===== src/rtl/eq_regmap_pkg.sv =====
// Shared register-map constants and FSM encoding for the EQ gain writer.
// The band-to-address mapping lives here so every map client agrees on it.
package eq_regmap_pkg;

  localparam int         GAIN_WIDTH     = 24;
  localparam int         NUM_BANDS      = 10;
  localparam logic [7:0] CONFIG_ADDR    = 8'h00;
  localparam int         BYTES_PER_GAIN = 3;

  typedef enum logic {
    IDLE  = 1'b0,
    WRITE = 1'b1
  } state_t;

  // Band k (1..NUM_BANDS) occupies bytes 3k-2 .. 3k, LSB at the lowest address.
  function automatic logic [7:0] band_base_addr(input logic [3:0] band);
    return 8'(BYTES_PER_GAIN * int'(band) - 2);
  endfunction

endpackage


===== src/rtl/rr_arbiter2.sv =====
// Two-way round-robin arbiter: grants the requester not served last,
// and a lone requester is granted regardless of the pointer.
module rr_arbiter2 (
  input  logic       clk,
  input  logic       rst,
  input  logic [1:0] req,
  input  logic       advance,
  output logic [1:0] grant
);

  logic prio_b;

  // NOTE: every combinational output is given a default first so no latch is inferred.
  always_comb begin
    grant = 2'b00;
    if (req[0] && (!req[1] || !prio_b)) begin
      grant = 2'b01;
    end else if (req[1]) begin
      grant = 2'b10;
    end
  end

  // NOTE: sequential state uses non-blocking assignments only.
  always_ff @(posedge clk or posedge rst) begin
    if (rst) begin
      prio_b <= 1'b0;
    end else if (advance) begin
      prio_b <= grant[0];
    end
  end

endmodule


===== src/rtl/gain_write_ctrl.sv =====
// Serialises gain updates from two requesters into byte writes on the EQ
// register map: one byte for the config band, three LSB-first for gain bands.
module gain_write_ctrl #(
  parameter int GAIN_WIDTH = eq_regmap_pkg::GAIN_WIDTH,
  parameter int NUM_BANDS  = eq_regmap_pkg::NUM_BANDS
) (
  input  logic                  clk,
  input  logic                  rst,
  input  logic                  a_valid,
  output logic                  a_ready,
  input  logic [3:0]            a_band,
  input  logic [GAIN_WIDTH-1:0] a_value,
  input  logic                  b_valid,
  output logic                  b_ready,
  input  logic [3:0]            b_band,
  input  logic [GAIN_WIDTH-1:0] b_value,
  output logic                  we,
  output logic [7:0]            addr,
  output logic [7:0]            data_in,
  output logic                  busy,
  output logic                  done,
  output logic                  err
);

  import eq_regmap_pkg::*;

  localparam logic [3:0] MAX_BAND  = 4'(NUM_BANDS);
  localparam logic [1:0] LAST_BYTE = 2'(BYTES_PER_GAIN - 1);

  state_t                state, state_d;
  logic [1:0]            cnt, cnt_d, last, last_d, cnt_nx;
  logic [GAIN_WIDTH-1:0] val, val_d, sel_value;
  logic [3:0]            sel_band;
  logic [7:0]            addr_d, data_d;
  logic                  we_d, busy_d, done_d, err_d;
  logic                  armed, armed_d;
  logic [1:0]            grant;
  logic                  accept;

  rr_arbiter2 u_arb (
    .clk    (clk),
    .rst    (rst),
    .req    ({b_valid, a_valid}),
    .advance(accept),
    .grant  (grant)
  );

  // armed is a registered copy of "in IDLE" that stays low through reset,
  // so ready can never be seen while rst is asserted.
  assign a_ready   = armed & grant[0];
  assign b_ready   = armed & grant[1];
  assign accept    = (a_valid & a_ready) | (b_valid & b_ready);
  assign sel_band  = grant[1] ? b_band  : a_band;
  assign sel_value = grant[1] ? b_value : a_value;
  assign cnt_nx    = cnt + 2'd1;

  always_comb begin
    state_d = state;
    cnt_d   = cnt;
    last_d  = last;
    val_d   = val;
    addr_d  = addr;
    data_d  = data_in;
    we_d    = 1'b0;
    busy_d  = 1'b0;
    done_d  = 1'b0;
    err_d   = 1'b0;
    unique case (state)
      IDLE: begin
        if (accept) begin
          if (sel_band <= MAX_BAND) begin
            state_d = WRITE;
            cnt_d   = 2'd0;
            val_d   = sel_value;
            data_d  = sel_value[7:0];
            we_d    = 1'b1;
            busy_d  = 1'b1;
            if (sel_band == 4'd0) begin
              last_d = 2'd0;
              addr_d = CONFIG_ADDR;
            end else begin
              last_d = LAST_BYTE;
              addr_d = band_base_addr(sel_band);
            end
          end else begin
            err_d = 1'b1;
          end
        end
      end
      WRITE: begin
        if (cnt == last) begin
          state_d = IDLE;
          done_d  = 1'b1;
        end else begin
          cnt_d  = cnt_nx;
          addr_d = addr + 8'd1;
          data_d = 8'(val >> {cnt_nx, 3'b000});
          we_d   = 1'b1;
          busy_d = 1'b1;
        end
      end
      default: state_d = IDLE;
    endcase
    armed_d = (state_d == IDLE);
  end

  always_ff @(posedge clk or posedge rst) begin
    if (rst) begin
      state   <= IDLE;
      cnt     <= 2'd0;
      last    <= 2'd0;
      val     <= '0;
      addr    <= 8'h00;
      data_in <= 8'h00;
      we      <= 1'b0;
      busy    <= 1'b0;
      done    <= 1'b0;
      err     <= 1'b0;
      armed   <= 1'b0;
    end else begin
      state   <= state_d;
      cnt     <= cnt_d;
      last    <= last_d;
      val     <= val_d;
      addr    <= addr_d;
      data_in <= data_d;
      we      <= we_d;
      busy    <= busy_d;
      done    <= done_d;
      err     <= err_d;
      armed   <= armed_d;
    end
  end

endmodule


===== config.mk =====
export PLATFORM = sky130hd
export DESIGN_NAME = gain_write_ctrl
export DESIGN_NICKNAME = d
export VERILOG_FILES = /design/src/rtl/eq_regmap_pkg.sv /design/src/rtl/rr_arbiter2.sv /design/src/rtl/gain_write_ctrl.sv
export SDC_FILE = /design/constraint.sdc
export NUM_CORES = 1
export LEC_CHECK = 0
export CAP_MARGIN = 25
export CORE_ASPECT_RATIO = 0.5
export CORE_MARGIN = 2
export CORE_UTILIZATION = 52
export DETAILED_ROUTE_END_ITERATION = 12
export GPL_ROUTABILITY_DRIVEN = 0
export PLACE_DENSITY_LB_ADDON = 0.3
export SETUP_SLACK_MARGIN = 0.2
export SLEW_MARGIN = 25
export SYNTH_ARGS = -nofsm -noshare
export SYNTH_HDL_FRONTEND = slang
export SYNTH_HIERARCHICAL = 1
export SYNTH_SLANG_ARGS = --single-unit

===== constraint.sdc =====
create_clock -name clk -period 6.6 [get_ports clk]
set_clock_uncertainty 0.05 [all_clocks]
set_input_delay 0.99 -clock clk [delete_from_list [all_inputs] [get_ports clk]]
set_output_delay 0.99 -clock clk [all_outputs]
set_load 0.1 [all_outputs]

; Yosys cells after proc, flatten, opt, wreduce, memory -nomap -nowiden
; Cells that the tools add are included.
[word_totals]
register_bits = 49
latch_bits = 0
mem_bits_rw = 0
mem_bits_ro = 0
out_inout_bits = 22
word_cells = 61
mem_count = 0
[classes]
add_sub_neg = 3
multipliers = 1
div_mod_pow = 0
order_cmp = 1
n_eq_ne = 4
shifts = 1
muxes = 27
n_bitwise = 7
n_reduce_logical = 7
[ops]
columns = op, n
row1 = $mux W8, 7
row2 = $pmux W8 S2, 2
row3 = $mux W24, 1
row4 = $shr A24 B5 Y8, 1
row5 = $mux W2, 6
row6 = $add A8 B1 Y8 const B, 1
row7 = $mux W1, 8
row8 = $sub A6 B2 Y7 const B, 1
row9 = $mul A2 B4 Y6 const A, 1
row10 = $ne A2 B2 Y1 const B, 3
row11 = $reduce_and A3 Y1, 2
row12 = $and A1 B1 Y1, 4
row13 = $le A4 B4 Y1 const B, 1
row14 = $logic_not A4 Y1, 1
row15 = $mux W4, 1
row16 = $pmux W2 S2, 1
row17 = $add A2 B1 Y2 const B, 1
row18 = $eq A2 B2 Y1, 1
row19 = $logic_not A1 Y1, 2
row20 = $not A1 Y1, 2
row21 = $pmux W1 S2, 1
row22 = $logic_and A1 B1 Y1, 1
row23 = $logic_or A1 B1 Y1, 1
row24 = $or A1 B1 Y1, 1

; Logic depth before layout (Yosys ltp)
; Gate-level depths: netlist of the first run.
[depth]
word_depth = 11
mapped_depth = 14
ltp_nobuf = 12

; Hierarchy
; Netlist of the first run, hierarchy kept.
[by_module_without_submodules]
columns = mod, instances, cells_per_inst, area_each_um2, seq_area_each_um2
row1 = gain_write_ctrl, 1, 298, 2802.7, 1176.1
row2 = rr_arbiter2, 1, 6, 66.3, 25.0

; Least setup slack after synthesis of the first run
; No wires, ideal clock.
[synth_path]
path_type = input -> register
from = input b_valid
to = register addr[6]
arrival_ns = 3.490
t_required_ns = 6.424
slack_ns = 2.934
stages = 11
path_buffers = 4
cell_sequence = a21boi_0 > buf_2 > buf_2 > buf_2 > mux2i_1 > inv_1 > ha_1 > nor2b_1 > a311oi_4 > buf_6 > a221o_1
[synth_between]
elab_chain_cells = 11
elab_cells_between_ends = 22
classes_between = 1 x add/sub / 1 x mul / 1 x order compare / 2 x eq/ne / 7 x mux / 5 x bitwise / 5 x reduce/logical
[synth_rtl]
columns = item, line_no
row1 = start: declaration, gain_write_ctrl.sv:13  ; input logic b_valid,
row2 = $logic_not A1 Y1, rr_arbiter2.sv:16  ; if (req[0] && (!req[1] || !prio_b)) begin
row3 = $logic_or A1 B1 Y1, rr_arbiter2.sv:16
row4 = $logic_and A1 B1 Y1, rr_arbiter2.sv:16
row5 = $mux W2, rr_arbiter2.sv:16
row6 = $mux W4, gain_write_ctrl.sv:53  ; assign sel_band = grant[1] ? b_band : a_band;
row7 = $mul A2 B4 Y6, eq_regmap_pkg.sv:17  ; return 8'(BYTES_PER_GAIN * int'(band) - 2);
row8 = $sub A6 B2 Y7, eq_regmap_pkg.sv:17
row9 = $mux W8, gain_write_ctrl.sv:78  ; if (sel_band == 4'd0) begin
row10 = $mux W8, gain_write_ctrl.sv:71  ; if (sel_band <= MAX_BAND) begin
row11 = $mux W8, gain_write_ctrl.sv:70  ; if (accept) begin
row12 = $pmux W8 S2, gain_write_ctrl.sv:68  ; unique case (state)
row13 = end signal: assignment, gain_write_ctrl.sv:125  ; addr <= addr_d;
row14 = end: declaration, gain_write_ctrl.sv:18  ; output logic [7:0] addr,
; Parallel ways exist; a longest one is shown, timed or not. The select of a mux whose other input is x is not followed.
; A chain may end at the register's enable or synchronous reset.

; Worst setup path after layout of the first run
[layout_path]
from = input b_valid
to = output b_ready
[layout_between]
elab_chain_cells = 5
elab_cells_between_ends = 6
classes_between = 2 x mux / 1 x bitwise / 3 x reduce/logical
[layout_rtl]
columns = item, line_no
row1 = $logic_not A1 Y1, rr_arbiter2.sv:16
row2 = $logic_or A1 B1 Y1, rr_arbiter2.sv:16
row3 = $logic_and A1 B1 Y1, rr_arbiter2.sv:16
row4 = $mux W2 *, rr_arbiter2.sv:16
row5 = net grant[1], gain_write_ctrl.sv:37  ; logic [1:0] grant;
row6 = $and A1 B1 Y1 *, gain_write_ctrl.sv:51  ; assign b_ready = armed & grant[1];
row7 = end: declaration, gain_write_ctrl.sv:14  ; output logic b_ready,
; Mark *: on every way through the listed nets, which the timed path passes. The rest lies on a longest branch.

==> run summary, run 1 <==
Status - completed
Num CTS Buffers - 5
Final nets - 445
Number of synthesized flops with an enable pin - 0
Hold buffer count at cts - 0
Final HPWL DP - 4699 µm
CP max FO - 35
RSZ-0062 raised after global routing - false
DR WL/cell - 14.54 µm
Largest net degree at the start of global routing - 54
First-pass GRT wire length - 10850 µm
Synth unique cells - 46
Clock tree sinks - 48
TritonCTS clock tree - yes
Placed Area - 3710 µm²
F_max - 215.2 MHz
Leading area contributor after synthesis - dfrtp_1
Core area - 5396 µm²
Hold Crit Class - flip-flop to flip-flop
Starting Density - 53.16%
Vias - 2426
Final period util - 70.41%
Netlist Area Pre-Place - 2869 µm²
Drt first pass iters - 4
PD cells - 493.3 nW/µm²
Total gr overflow - 0
Maximum root-to-sink buffer count - 2
Synth Instances - 304
1st-iter DRT viols - 75
Initial antenna violation count - 0
VDD IR-drop max - 0.4015 mV
CP endpoint kind - output pin
Synthesized flop and latch total - 48
Slew @ Worst Pin - 0.9785 ns
Fin. Hold Viols - 0
Area share of the largest cell type after synthesis - 41.87%
Design area - 3860 µm²
Sequential area share after synthesis - 41.87%
# port buffers - 81
Ys flop type - dfrtp_1
# DRC - 0
Relative slew slack - 34.56%
CP Launch Type - input pin
CTS resizes - 0
CTS root buf - clkbuf_8
P_leak - 1.684 nW
Site row count - 19
Worst-Skew Late Latency - 0.30 ns
Antenna diodes - 0
Post-Route Setup TNS - 0 ns
H-tree depth - 2
Post-synth ARST share - 100.0%
Hold slack final - 0.4351 ns
Number of global-route vias before repair - 2449
Total power draw - 1.904 mW
Die Height - 56.53 µm
Critical path class - input pin to output pin
Total Routing Usage GR - 22.58%
Top post-synthesis cells by area - dfrtp_1 (42%), mux2i_1 (13%), nand2_1 (6.3%)
Die footprint - 6164 µm²
Final period demand of the worst path - 4.647 ns
Max Transition Viols Final - 0
Syn_nets - 374
Post-DRT Antenna Nets - 0
Die width - 109.0 µm
Syn. warnings - 6
Setup bufs post-CTS - 0
Fraction of layout cells with a size suffix above 1 - 7.713%
Worst Path Required - 5.56 ns
Avg Cell Area, Syn - 9.438 µm²
Reg clk slew, reported paths - 0.09 ns
Crit path DAT - 3.61 ns
Routed Wire Length - 6530 µm
Layout Utilization - 71.53%
I/O pin total - 82
Final setup viols - 0
Area Overhead vs Synth - 34.54%
Number of max-cap violations - 0
Vias per inst - 5.403
Fillcell total - 405
-- cell usage after synthesis (2+ instances only) --
library cell / number
nor2b_1: 2
nand2_1: 48
nand2b_1: 2
a31oi_1: 2
buf_1: 2
nor3_2: 3
a21oi_1: 23
o211ai_1: 8
buf_2: 8
nor2_1: 3
and4_1: 2
a22o_1: 2
dfrtp_1: 48
nor3_1: 7
o21ai_0: 33
xnor2_1: 2
clkbuf_1: 8
mux2i_1: 37
fa_1: 2
and3_1: 2
a211oi_1: 2
mux2_2: 5
nand3_1: 4
inv_1: 18
ha_1: 8
and2_1: 3
-- per-stage QoR --
step | std cells | worst slack, ns
6_report | 449 | 1.953
5_1_grt | 449 | 1.868
4_1_cts | 448 | 1.946
3_5_place_dp | 440 | 1.925
3_3_place_gp | 440 | 2.015
2_1_floorplan | 304 | 2.934
-- worst paths after layout --
kind	slack, ns	depth (start not counted)	endpoint	startpoint
hold / removal	0.44	2	val[9]	val[9]
hold reg to reg	0.44	2	val[9]	val[9]
setup reg to reg	3.26	11	cnt[1]	u_arb/prio_b
min in group asynchronous	0.83	2	u_arb/prio_b	rst
max in group asynchronous	4.88	2	val[22]	rst
setup / recovery	1.95	5	b_ready	b_valid
-- worst max-delay path, stage by stage --
cell and delay [ns]:
clkdlybuf4s50_1 0.55, a21boi_4 0.22, buf_4 0.46, and2_1 0.24, clkdlybuf4s50_1 1.14
-- placed cells by master, fill, tap and decap left out, types with 2 or more instances in the layout --
cell type	n
nor3_2	3
a21oi_1	23
o211ai_1	8
inv_1	17
mux2_2	5
buf_4	2
ha_1	8
and4_1	2
nor3_1	7
nand2_1	48
clkbuf_8	6
a22o_1	2
xnor2_1	2
nor2b_1	2
a211oi_1	2
dfrtp_1	48
fa_1	2
mux2i_1	37
nand3_1	4
a31oi_1	2
and3_1	2
clkdlybuf4s50_1	81
and2_1	3
nor2_1	3
nand2b_1	2
o21ai_0	33
-- cell type report --
type                    instances  area [µm²]  share of cell area (%)
multi-input cells             217        1520                   39.38
clock buffers                   6       82.58                   2.139
well taps                      73       91.34                   2.366
clock inverters                 2       38.79                   1.005
flip-flops and latches         48        1201                   31.12
repair buffers                 84       853.3                   22.11
inverters                      19       72.57                   1.880
-- state kept, by name, indices dropped and copies added, names as in the netlist --
name	count
val	24
err	1
state	1
armed	1
u_arb/prio_b	1
addr	8
last	1
done	1
data_in	8
cnt	2
-- per-layer routing --
| layer | GRT usage [%] | up-vias | routed length, µm | part of all wire, % |
|---|---|---|---|---|
| met4 | 6.593 | 0 | 78 | 1.2 |
| met2 | 40.02 | 48 | 3297 | 50 |
| met3 | 4.646 | 9 | 260 | 4.0 |
| met1 | 27.87 | 1174 | 2894 | 44 |
| met5 | 0 | - | 0 | 0 |
| li1 | - | 1195 | - | - |
-- kinds of logic after synthesis --
| group | Yosys count | share of synthesized area (%) |
|---|---|---|
| DFF | 48 | 41.87 |
| AOI/OAI and AO/OA | 80 | 17.58 |
| adders and majority gates | 10 | 4.885 |
| muxes | 43 | 15.39 |
| xor gates and xnor gates | 3 | 0.9160 |
| buffers and inverters | 39 | 5.844 |
| and+or+nand+nor | 81 | 13.52 |
-- report_power, final --
group	switching, mW	leakage, nW	internal, mW	total (mW)
Combinational	0.758	1.04	0.353	1.11
Sequential	0.135	0.581	0.430	0.565
Clock	0.104	0.0614	0.124	0.228
Note: power is estimated with default switching activity, not from simulation.
==> run 2, diff against run 1 <==
--- a/config.mk
+++ b/config.mk
@@ -8,7 +8,7 @@
 export CAP_MARGIN = 25
 export CORE_ASPECT_RATIO = 0.5
 export CORE_MARGIN = 2
-export CORE_UTILIZATION = 52
+export CORE_UTILIZATION = 43
 export DETAILED_ROUTE_END_ITERATION = 12
 export GPL_ROUTABILITY_DRIVEN = 0
 export PLACE_DENSITY_LB_ADDON = 0.3
==> constraint.sdc (replaced) <==
create_clock -name clk -period 3.76 [get_ports clk]
set_clock_uncertainty 0.05 [all_clocks]
set_input_delay 0.564 -clock clk [delete_from_list [all_inputs] [get_ports clk]]
set_output_delay 0.564 -clock clk [all_outputs]
set_load 0.1 [all_outputs]
==> run 2 against run 1 <==
Compared with the run above:
- register-to-register slack worse by 2.2 ns
- largest power group unchanged
- critical path type is now input pin to flip-flop
- power up 79%
- critical endpoint is now addr[5]
- sequential power up 70%
- highest routed layer unchanged
==> run summary, run 2 (synthesis results as in run 1) <==
Status - completed
1st-iter DRT viols - 157
Num CTS Buffers - 5
Reg clk slew, reported paths - 0.07 ns
VDD IR-drop max - 0.4754 mV
# port buffers - 81
Worst-Skew Late Latency - 0.29 ns
Clk pwr share - 13.5%
Final setup viols - 0
Total Routing Usage GR - 19.11%
Critical path class - input pin to flip-flop
Number of global-route vias before repair - 2484
PD cells - 871.8 nW/µm²
Placed Area - 3764 µm²
Core area - 6256 µm²
Relative slew slack - 34.67%
Hold Crit Class - input pin to asynchronous set/reset pin
CP Cell Sequence - clkdlybuf4s50_1, a21boi_4, mux2i_1, inv_1, ha_1, nor2b_1, a311oi_4, buf_4, o21ba_2, a311oi_2
Die footprint - 7381 µm²
RSZ-0062 raised after global routing - false
Fin. Hold Viols - 0
Reg2Reg Launch Point - u_arb/prio_b
DR WL/cell - 14.15 µm
Die width - 119.5 µm
Dpl cells - 461
Final period demand of the worst path - 3.187 ns
Design area - 3918 µm²
Commonest non-fill, non-tap cells in the layout - clkdlybuf4s50_1 (77), nand2_1 (48), dfrtp_1 (48)
Vias per inst - 5.264
Sw frac - 51.73%
Slew @ Worst Pin - 0.9769 ns
First-pass GRT wire length - 11100 µm
# DRC - 0
Final period util - 84.77%
Critical Path Source - b_valid
CP Launch Type - input pin
Max FFs per register - 24
Hold slack final - 0.4173 ns
Post-Route Setup TNS - 0 ns
Die Height - 61.76 µm
Largest registers - val x24, addr x8, data_in x8
Most common cell after layout, fill and taps aside - clkdlybuf4s50_1
Vias - 2469
Crit path DAT - 3.33 ns
Site row count - 20
Pint - 1.649 mW
Met2 wire len - 3225 µm
Post-DRT Antenna Nets - 0
Final nets - 450
CP endpoint kind - flip-flop
Met1 WL - 2905 µm
Switching Power - 1.767 mW
Fillcell total - 557
F_max - 313.7 MHz
Critical path's largest stage delay - 0.56 ns
Drt first pass iters - 4
Maximum root-to-sink buffer count - 2
Worst Path Required - 3.91 ns
I/O pin total - 82
Area of the multi-input gates - 1520 µm²
H-tree depth - 2
Register area - 1201 µm²
Number of max-cap violations - 0
Final Instance Count excl. Fillers - 469
P_leak - 1.720 nW
Fraction of layout cells with a size suffix above 1 - 9.974%
Antenna diodes - 0
Total gr overflow - 0
Area Overhead vs Synth - 36.55%
TritonCTS clock tree - yes
Combinational power share - 58.3%
Reg power frac - 28.1%
Max Transition Viols Final - 0
Starting Density - 45.86%
Final HPWL DP - 5025 µm
Initial antenna violation count - 0
Routed Wire Length - 6635 µm
Largest net degree at the start of global routing - 48
WP buf/inv - 3
CP max FO - 5
CTS root buf - clkbuf_16
Crit path max-delay family - buffers and inverters
Met3 WL - 411 µm
CTS resizes - 0
Biggest register - val
Setup bufs post-CTS - 0
CP max-delay cell - clkdlybuf4s50_1
Highest metal used - met4
Clock tree sinks - 48
Hold buffer count at cts - 0
## run 2: final timing paths
check	end	slack, ns	cells past startpoint
setup / recovery	addr[5]	0.57	10
hold / removal	u_arb/prio_b	0.42	2
setup reg to reg	addr[5]	1.03	10
hold reg to reg	val[11]	0.43	2
max in group asynchronous	data_in[3]	2.46	2
min in group clk	val[11]	0.43	2
## run 2: metal layers
| metal | up-vias | GRT usage (%) |
|---|---|---|
| met5 | - | 0 |
| met4 | 0 | 5.210 |
| met3 | 10 | 4.197 |
| met2 | 70 | 35.92 |
| met1 | 1180 | 23.22 |
| li1 | 1209 | - |
## run 2: layout make-up
| cell class | instances | share of cell area, % |
|---|---|---|
| Multi-Input combinational cell | 217 | 38.81 |
| Clock inverter | 2 | 0.3513 |
| Timing Repair Buffer | 89 | 21.97 |
| Sequential cell | 48 | 30.66 |
| Tap cell | 88 | 2.811 |
| Clock buffer | 6 | 3.545 |
| Inverter | 19 | 1.852 |
## run 2: stage by stage
stage	util, %	worst slack [ns]	total power, mW
final	62.62	0.5725	3.415
after global routing	62.62	0.3744	3.629
after CTS	62.60	0.5681	3.431
after detailed placement	60.16	0.2771	2.962
after global placement	60.16	0.3966	2.915
after floorplan	-	0.5198	2.474
## run 2: worst reg2reg max path: stages (launching register included)
cell and delay, ns:
dfrtp_1 0.38, inv_1 0.08, a21boi_4 0.21, mux2i_1 0.43
inv_1 0.18, ha_1 0.24, nor2b_1 0.31, a311oi_4 0.15
buf_4 0.18, o21ba_2 0.21, a311oi_2 0.23
## run 2: power groups by stage
stage	clock [mW]	combinational, mW	sequential, mW
floorplan	0	0.914	1.56
finish	0.462	1.99	0.960
global placement	0	1.96	0.955
global route	0.489	2.14	0.997
CTS	0.469	2.00	0.958
detailed placement	0	2.00	0.965
==> run 3, diff against run 2 <==
==> constraint.sdc (replaced) <==
create_clock -name clk -period 2.57 [get_ports clk]
set_clock_uncertainty 0.05 [all_clocks]
set_input_delay 0.3855 -clock clk [delete_from_list [all_inputs] [get_ports clk]]
set_output_delay 0.3855 -clock clk [all_outputs]
set_load 0.1 [all_outputs]
==> run 3 against run 2 <==
Compared with the run above:
- power rose by 57%
- critical endpoint unchanged
- critical path type is now flip-flop to flip-flop
- clock power rose by 47%
- first-iteration DRC count fell by 33%
- non-clock buffer count rose by 32
- largest cell class unchanged
- wire length rose by 18%
==> run summary, run 3 (synthesis results as in run 1) <==
Status - completed
Relative slew slack - 55.83%
Clk pwr share - 12.7%
Routed Wire Length - 7815 µm
P_leak - 1.938 nW
Drt first pass iters - 4
Most common cell after layout, fill and taps aside - clkdlybuf4s50_1
CP most frequent cell - inv_2
Number of max-cap violations - 0
Critical path class - flip-flop to flip-flop
CP Cell Sequence - inv_2, a21boi_4, buf_6, mux2_4, inv_2, ha_4, inv_4, fa_1, a31oi_1, xnor2_1, a21oi_1, a311oi_2
Reg clk slew, reported paths - 0.06 ns
# port buffers - 81
Crit path DAT - 2.69 ns
Total gr overflow - 0
Antenna diodes - 0
Final Instance Count excl. Fillers - 501
Critical R2R Capture - addr[5]
Die width - 119.5 µm
Max FFs per register - 24
CP endpoint kind - flip-flop
Initial antenna violation count - 0
Max Transition Viols Final - 0
Final period util - 98.88%
Core area - 6256 µm²
Vias per inst - 5.347
Die Height - 61.76 µm
CTS root buf - clkbuf_16
Site row count - 20
Worst Path Required - 2.72 ns
Number of global-route vias before repair - 2812
1st-iter DRT viols - 105
R2r worst-path depth - 12
# DRC - 0
Commonest non-fill, non-tap cells in the layout - clkdlybuf4s50_1 (57), buf_4 (50), dfrtp_1 (48)
VDD IR-drop max - 0.6971 mV
RSZ-0062 raised after global routing - true
CP max-delay cell - fa_1
Combinational power share - 61.5%
PD cells - 1245 nW/µm²
Final setup viols - 0
Clock tree sinks - 48
Largest registers - val x24, addr x8, data_in x8
TritonCTS clock tree - yes
Largest net degree at the start of global routing - 32
Die footprint - 7381 µm²
Final period demand of the worst path - 2.541 ns
Reg2Reg Launch Point - u_arb/prio_b
Maximum root-to-sink buffer count - 2
Dpl cells - 485
Starting Density - 45.86%
Reg power frac - 25.8%
Final HPWL DP - 5679 µm
CP max FO - 3
First-pass GRT wire length - 12450 µm
Area Overhead vs Synth - 50.07%
Final setup margin - 0.02888 ns
Sw frac - 50.69%
Vias - 2679
Worst-Skew Late Latency - 0.29 ns
F_max - 393.5 MHz
I/O pin total - 82
Final nets - 482
DR WL/cell - 15.60 µm
Design area - 4305 µm²
Fraction of layout cells with a size suffix above 1 - 25.91%
Post-place setup slack - -0.5116 ns
Crit path max-delay family - compound AO/OA/AOI/OAI gates
Post-DRT Antenna Nets - 0
Hold buffer count at cts - 0
Reg2Reg Setup Slack - 0.03 ns
Num CTS Buffers - 5
Placed Area - 4004 µm²
Biggest register - val
Critical path's largest stage delay - 0.46 ns
Fin. Hold Viols - 0
Pint - 2.642 mW
H-tree depth - 2
Hold Crit Class - input pin to asynchronous set/reset pin
Switching Power - 2.717 mW
Total Routing Usage GR - 21.91%
WP buf/inv - 4
Slew @ Worst Pin - 0.6616 ns
Post-Route Setup TNS - 0 ns
CP Launch Type - flip-flop
-- run 3: cell count changes in the layout (fill, tap and decap cells not counted), moves of 4 or more --
cell / previous run / this run
buf_6: 0 / 7
buf_12: 0 / 4
inv_1: 17 / 13
clkdlybuf4s50_1: 77 / 57
ha_1: 8 / 4
buf_4: 12 / 50
mux2i_1: 37 / 33
inv_2: 1 / 5
-- run 3: worst max-delay path by stage --
| stage | start | endpoint | slack (ns) | cells past startpoint |
|---|---|---|---|---|
| floorplan | b_valid | addr[5] | -0.01 | 12 |
| global placement | b_valid | addr[2] | -0.37 | 10 |
| detailed placement | b_valid | addr[3] | -0.51 | 10 |
| CTS | u_arb/prio_b | addr[5] | 0.03 | 12 |
| global route | u_arb/prio_b | addr[5] | -0.06 | 13 |
| finish | u_arb/prio_b | addr[5] | 0.03 | 12 |
-- run 3: layer usage --
layer	global-route usage (%)	up-vias	routed length (µm)	share of wire, %
li1	-	1275	-	-
met1	24.87	1322	3275	42
met2	41.55	67	4031	52
met3	4.380	15	343	4.4
met4	11.09	0	164	2.1
met5	0	-	0	0
-- run 3: final cells by class --
class | count | area, µm²
Clock buffer | 6 | 138.9
Multi-Input combinational cell | 217 | 1613
Clock inverter | 2 | 13.76
Tap cell | 88 | 110.1
Sequential cell | 48 | 1201
Timing Repair Buffer | 121 | 1155
Fill cell | 479 | 1951
Inverter | 19 | 73.82
-- run 3: power groups by stage --
stage          Sequential (mW)  Combinational, mW  Clock [mW]
6_report                  1.38               3.30       0.681
5_1_grt                   1.42               3.51       0.718
4_1_cts                   1.37               3.25       0.682
3_5_place_dp              1.38               3.13           0
3_3_place_gp              1.35               3.05           0
2_1_floorplan             2.28               1.41           0
-- run 3: metrics by stage --
stage | hold slack (ns) | power [mW] | utilization [%]
floorplan | 0.06421 | 3.695 | -
global placement | 0.4117 | 4.399 | 64.00
detailed placement | 0.4230 | 4.503 | 64.00
CTS | 0.2451 | 5.297 | 68.22
global route | 0.2493 | 5.650 | 68.82
finish | 0.2461 | 5.359 | 68.82
-- run 3: what timing repair did --
item / CTS / global route
setup endpoints to repair: 46 / 45
buffers inserted: 6 / 0
pin swaps: 7 / 6
gates resized for setup: 9 / 12
cloned: 2 / 0
